[src/rtl/mul16_pkg.sv]
// Shared widths and FSM state encoding for the sequential 16x16 multiplier.
package mul16_pkg;
    localparam int WIDTH  = 16;
    localparam int PROD_W = 32;
    localparam int CNT_W  = 4;

    localparam logic [CNT_W-1:0] LAST_CNT = CNT_W'(WIDTH - 1);

    typedef enum logic [1:0] {
        IDLE = 2'd0,
        RUN  = 2'd1,
        DONE = 2'd2
    } mul16_state_t;
endpackage

[src/rtl/mul16_seq_if.sv]
// Start/busy/done handshake and operand/product bus of the multiplier.
interface mul16_seq_if;
    import mul16_pkg::*;

    logic              start;
    logic [WIDTH-1:0]  in1;
    logic [WIDTH-1:0]  in2;
    logic              busy;
    logic              done;
    logic [PROD_W-1:0] out;

    modport master (output start, in1, in2, input busy, done, out);
    modport slave  (input start, in1, in2, output busy, done, out);
endinterface

[src/rtl/and16.sv]
// 16-bit bitwise AND; forms one partial product per multiplier step.
module and16 (
    input  logic [15:0] i_a,
    input  logic [15:0] i_b,
    output logic [15:0] o_y
);
    assign o_y = i_a & i_b;
endmodule

[src/rtl/mul16_seq.sv]
// Shift-and-add 16x16 unsigned multiplier, one partial product per cycle.
// Optional early termination is enabled by defining MUL16_EARLY_EXIT_EN.
module mul16_seq
    import mul16_pkg::*;
(
    input  logic        clk,
    input  logic        rst,
    mul16_seq_if.slave  bus
);
    mul16_state_t      r_state;
    logic [WIDTH-1:0]  r_a;
    logic [WIDTH-1:0]  r_b;
    logic [PROD_W-1:0] r_acc;
    logic [CNT_W-1:0]  r_cnt;
    logic [PROD_W-1:0] r_out;
    logic              r_busy;
    logic              r_done;

    logic [WIDTH-1:0]  w_p;
    logic [PROD_W-1:0] w_sum;
    logic [WIDTH-1:0]  w_b_next;
    logic              w_last;

    and16 u_and16 (
        .i_a (r_a),
        .i_b ({WIDTH{r_b[0]}}),
        .o_y (w_p)
    );

    always_comb begin
        w_sum    = r_acc + ({{(PROD_W-WIDTH){1'b0}}, w_p} << r_cnt);
        w_b_next = r_b >> 1;
`ifdef MUL16_EARLY_EXIT_EN
        // No set multiplier bits remain, so later steps would add nothing.
        w_last   = (r_cnt == LAST_CNT) || (w_b_next == '0);
`else
        w_last   = (r_cnt == LAST_CNT);
`endif
    end

    always_ff @(posedge clk or posedge rst) begin
        if (rst) begin
            r_state <= IDLE;
            r_a     <= '0;
            r_b     <= '0;
            r_acc   <= '0;
            r_cnt   <= '0;
            r_out   <= '0;
            r_busy  <= 1'b0;
            r_done  <= 1'b0;
        end else begin
            case (r_state)
                IDLE: begin
                    r_done <= 1'b0;
                    if (bus.start) begin
                        r_a    <= bus.in1;
                        r_b    <= bus.in2;
                        r_acc  <= '0;
                        r_cnt  <= '0;
                        r_busy <= 1'b1;
`ifdef MUL16_EARLY_EXIT_EN
                        if (bus.in2 == '0) begin
                            r_out   <= '0;
                            r_done  <= 1'b1;
                            r_state <= DONE;
                        end else begin
                            r_state <= RUN;
                        end
`else
                        r_state <= RUN;
`endif
                    end
                end
                RUN: begin
                    r_acc <= w_sum;
                    r_b   <= w_b_next;
                    r_cnt <= r_cnt + 1'b1;
                    if (w_last) begin
                        r_out   <= w_sum;
                        r_done  <= 1'b1;
                        r_state <= DONE;
                    end
                end
                DONE: begin
                    r_done  <= 1'b0;
                    r_busy  <= 1'b0;
                    r_state <= IDLE;
                end
                default: begin
                    r_done  <= 1'b0;
                    r_busy  <= 1'b0;
                    r_state <= IDLE;
                end
            endcase
        end
    end

    assign bus.busy = r_busy;
    assign bus.done = r_done;
    assign bus.out  = r_out;
endmodule

[src/flat_wrapper.sv]
// flat-port wrapper written by rule: the top's interface ports become plain ports
module mul16_seq_flat import mul16_pkg::*;
  (clk, rst, bus_start, bus_in1, bus_in2, bus_busy, bus_done, bus_out);
  mul16_seq_if bus_i ();
  input  logic clk;
  input  logic rst;
  input wire logic [$bits(bus_i.start)-1:0] bus_start;
  input wire logic [$bits(bus_i.in1)-1:0] bus_in1;
  input wire logic [$bits(bus_i.in2)-1:0] bus_in2;
  output wire logic [$bits(bus_i.busy)-1:0] bus_busy;
  output wire logic [$bits(bus_i.done)-1:0] bus_done;
  output wire logic [$bits(bus_i.out)-1:0] bus_out;
  assign bus_i.start = bus_start;
  assign bus_i.in1 = bus_in1;
  assign bus_i.in2 = bus_in2;
  assign bus_busy = bus_i.busy;
  assign bus_done = bus_i.done;
  assign bus_out = bus_i.out;
  mul16_seq u_core (.clk(clk), .rst(rst), .bus(bus_i));
endmodule
[config.mk]
export PLATFORM = sky130hd
export DESIGN_NAME = mul16_seq_flat
export DESIGN_NICKNAME = d
export VERILOG_FILES = /design/src/rtl/mul16_pkg.sv /design/src/rtl/mul16_seq_if.sv /design/src/rtl/and16.sv /design/src/rtl/mul16_seq.sv /design/src/flat_wrapper.sv
export SDC_FILE = /design/constraint.sdc
export NUM_CORES = 1
export LEC_CHECK = 0
export CELL_PAD_IN_SITES_DETAIL_PLACEMENT = 0
export CELL_PAD_IN_SITES_GLOBAL_PLACEMENT = 2
export CORE_MARGIN = 1
export CORE_UTILIZATION = 24
export CTS_CLUSTER_DIAMETER = 120
export DETAILED_ROUTE_END_ITERATION = 10
export GPL_ROUTABILITY_DRIVEN = 0
export PLACE_DENSITY = 0.65
export SLEW_MARGIN = 5
export SYNTH_ARGS = -nofsm -noshare
export SYNTH_HDL_FRONTEND = slang
export SYNTH_HIERARCHICAL = 1
export SYNTH_SLANG_ARGS = --single-unit
[constraint.sdc]
create_clock -name clk -period 4.8 [get_ports clk]
set_clock_uncertainty 0.2 [all_clocks]
set_input_delay 0.96 -clock clk [delete_from_list [all_inputs] [get_ports clk]]
set_output_delay 0.96 -clock clk [all_outputs]
set_load 0.02 [all_outputs]
==> flow_summary_export.csv <==
group,metric,value,unit
clock_network,clk_path_buf_depth,2,
min_path,holdPathStages,2,
yosys,syn-num-nets,801,
yosys,ys.flop_type,"dfrtp_1",
timing,drv_slew,0,
yosys,netlist.area_leader.share,40.4,%
setup_path,worst-path-stages,15,
setup_path,critical_path.top_delay_family,"compound AO/OA/AOI/OAI gates",
floorplan,dieArea,27500,µm²
yosys,synth_enable_flop_cells,0,
layout,area_growth,20.6,%
setup_path,r2r_setup_slack,0.52,ns
timing,max_freq,0.234,GHz
layout,drive_gt1_share,9.21,%
detailed_routing,wl_met2,8.29,mm
yosys,netlist_top_cells_area,"dfrtp_1 (40%), nand2_1 (11%), ha_1 (6.2%), a22o_1 (3.9%), a21oi_1 (3.9%)",
timing,hold_violations,0,
setup_path,timing_worst_setup_path_type,"reg2reg",
setup_path,crit_path_start_kind,"flop",
detailed_routing,drt-total-wl,17.8,mm
yosys,yosys_register_bits,104,
timing,fin_crit_sh,89.2,%
setup_path,end_kind,"flop",
clock_network,cts.hold.buffers_added,0,
floorplan,die_y,166,µm
floorplan,core-area,26200,µm²
clock_network,cts_buffers,9,
grt,grt_pass1_wl,29.9,mm
yosys,synth.top_cells.by_count,"nand2_1 (187), dfrtp_1 (104), a21oi_1 (50)",
detailed_routing,drc,2,
detailed_routing,via_per_inst,4.63,
clock_network,clkSlewWorstSetupHoldPaths,0.08,ns
timing,finalSetupTns,0,ns
floorplan,initial_core_util,24.6,%
timing,slew_headroom,47.1,%
yosys,async_flop_share,100,%
run,cap_viol_max_count,0,
place,dp_hpwl,13.2,mm
yosys,postSynthCellCount,733,
detailed_routing,wire_per_inst,15.7,µm
floorplan,num_rows,59,
setup_path,crit_required,4.83,ns
setup_path,slowest_stage,"dfrtp_1",
power,powerDensity,745,nW/µm²
yosys,synthesis.area,6440,µm²
yosys,syn_area_per_cell,8.79,µm²
power,power_leakage,3.58,nW
floorplan,die_w,166,µm
setup_path,crit_top_cell,"a21oi_1",
layout,nNetsFinal,857,
timing,min_period,4.28,ns
yosys,synth_warnings,6,
min_path,hp-class,"reg2reg",
detailed_routing,first_pass_iters,9,
clock_network,cts_tree,"built",
yosys,synthDistinctLibCells,56,
layout,antenna_cells,0,
timing,rsz0062_at_grt,"false",
detailed_routing,drtAntennaViolNets,0,
detailed_routing,met3WireLength,551,µm
grt,grt.overflow.total,0,
grt,track_usage,13.6,%
setup_path,r2r-start,"u_core/r_b[0]",
setup_path,critPathLaunch,"u_core/r_b[0]",
clock_network,htreeDepth,3,
place,portBuffers,68,
detailed_routing,vias,5217,
floorplan,ioPinCount,69,
setup_path,critPathBufInv,0,
yosys,synth.yosys.seq_area_share,40.4,%
grt,grt_max_degree,48,
setup_path,path_cells,"and2_1, mux2_2, o21ai_0, nor2_1, a21oi_1, a21oi_1, ha_1, nand4_1, or3_1, o221ai_2, a21oi_2, or2_4, o21ai_2, xnor2_1, o21ai_1",
setup_path,cp-endpoint,"u_core/bus.out[26]",
run_status,violations,"design-rule violations",
yosys,yosysMostFrequentCell,"nand2_1",
layout,post-route-util,29.7,%
setup_path,slowest_delay,0.52,ns
timing,worst-slew-pin-transition,0.792,ns
setup_path,r2r_cells,15,
power,vdd_drop_max,238,µV
grt,grt_pass1_vias,5419,
setup_path,crit_fanout,17,
run_status,status,"finished, violations left",
detailed_routing,met1Wirelength,8.71,mm
grt,antenna_found_initial,0,
clock_network,cts_num_sinks,104,
detailed_routing,routed.top_layer,"met4",
setup_path,crit_arrival,4.31,ns
timing,setup_viol,0,
clock_network,clock-root-buffer,"clkbuf_16",
detailed_routing,first_iter_violations,187,
setup_path,r2r_end,"u_core/bus.out[26]",
clock_network,worstSkewPairLatency,0.36,ns
yosys,synth_top_area_cell,"dfrtp_1",
final cells by class:
type,instances,area (µm²)
timing repair buffer,84,801
multi-input combinational,575,3610
sequential,104,2600
inverter,15,58.8
tap,335,419
clock buffer,10,239
clock inverter,5,41.3
fill,2792,18400
registers in the layout, indices dropped and copies added (netlist names):
| register | cells |
|---|---|
| u_core/r_cnt | 4 |
| u_core/r_a | 16 |
| u_core/r_b | 16 |
| u_core/r_state | 2 |
| u_core/bus.done | 1 |
| u_core/bus.busy | 1 |
| u_core/bus.out | 32 |
| u_core/r_acc | 32 |
layer usage:
| layer | vias up | global-route usage, % |
|---|---|---|
| met5 | - | 0 |
| met4 | 0 | 3.58 |
| met3 | 12 | 2.36 |
| met2 | 96 | 22.4 |
| met1 | 2456 | 18.5 |
| li1 | 2653 | - |
through the flow:
step / hold slack (ns) / area (µm²) / setup slack [ns] / cells / power, mW
3_3_place_gp: 0.255 / 7490 / 0.400 / 1113 / 5.13
4_1_cts: 0.277 / 7770 / 0.407 / 1128 / 5.87
6_report: 0.273 / 7770 / 0.518 / 1128 / 5.79
5_1_grt: 0.299 / 7770 / 0.0403 / 1128 / 6.34
3_5_place_dp: 0.259 / 7490 / 0.429 / 1113 / 5.12
2_1_floorplan: 0.238 / 6440 / 0.884 / 733 / 4.11
how the worst min path moves through the flow:
stage                               endpoint  slack (ns)               start
final                          u_core/r_a[0]        0.27       u_core/r_a[0]
after global routing      u_core/bus.out[24]        0.30  u_core/bus.out[24]
after CTS                      u_core/r_a[0]        0.28       u_core/r_a[0]
after detailed placement       u_core/r_a[0]        0.26       u_core/r_a[0]
after global placement        u_core/r_a[13]        0.25      u_core/r_a[13]
after floorplan                u_core/r_a[0]        0.24       u_core/r_a[0]
placed cells by master, fill, tap and decap left out, types with 7 or more instances in the layout:
master	instances
mux2i_1	20
clkbuf_16	9
a21oi_1	50
dfrtp_1	103
o21ai_1	9
mux2_2	8
nor2_1	34
and2_1	19
xor2_1	7
clkdlybuf4s50_1	68
nor2b_1	11
o21ai_0	42
a21o_1	11
ha_1	32
buf_4	16
xnor2_1	22
inv_1	14
a22o_1	29
nand2_1	187
worst register-to-register path, delay by kind of cell, from the launching register on:
| kind | cells | cell delay [ns] |
|---|---|---|
| XOR/XNOR | 1 | 0.16 |
| AO/OA/AOI/OAI | 7 | 1.47 |
| adder cells (fa/ha/maj) | 1 | 0.39 |
| multiplexers | 1 | 0.28 |
| flip-flops | 1 | 0.52 |
| AND/OR/NAND/NOR | 5 | 1.13 |
timing repair:
item                       in CTS  in global routing
setup endpoints to repair       0                  1
gates resized for setup         0                  1
setup buffers                   0                  0
kinds of logic (layout without fill, tap and decap cells):
family                     after synthesis  in the layout  synth area share (%)
muxes                                   33             33                  6.25
and+or+nand+nor                        288            288                  19.4
buffers and inverters                   54            114                  3.90
AOI/OAI and AO/OA                      192            192                  19.6
xor gates and xnor gates                29             29                  3.94
DFF                                    104            104                  40.4
adders and majority gates               33             33                  6.52
report_power, final:
part / leakage (nW) / internal [mW] / total [mW] / switching [mW]
clock network: 0.132 / 0.369 / 0.729 / 0.360
logic: 2.12 / 1.52 / 3.52 / 2.00
registers: 1.32 / 1.27 / 1.54 / 0.275
total: 3.58 / 3.15 / 5.79 / 2.64
Note: power is estimated with default switching activity, not from simulation.
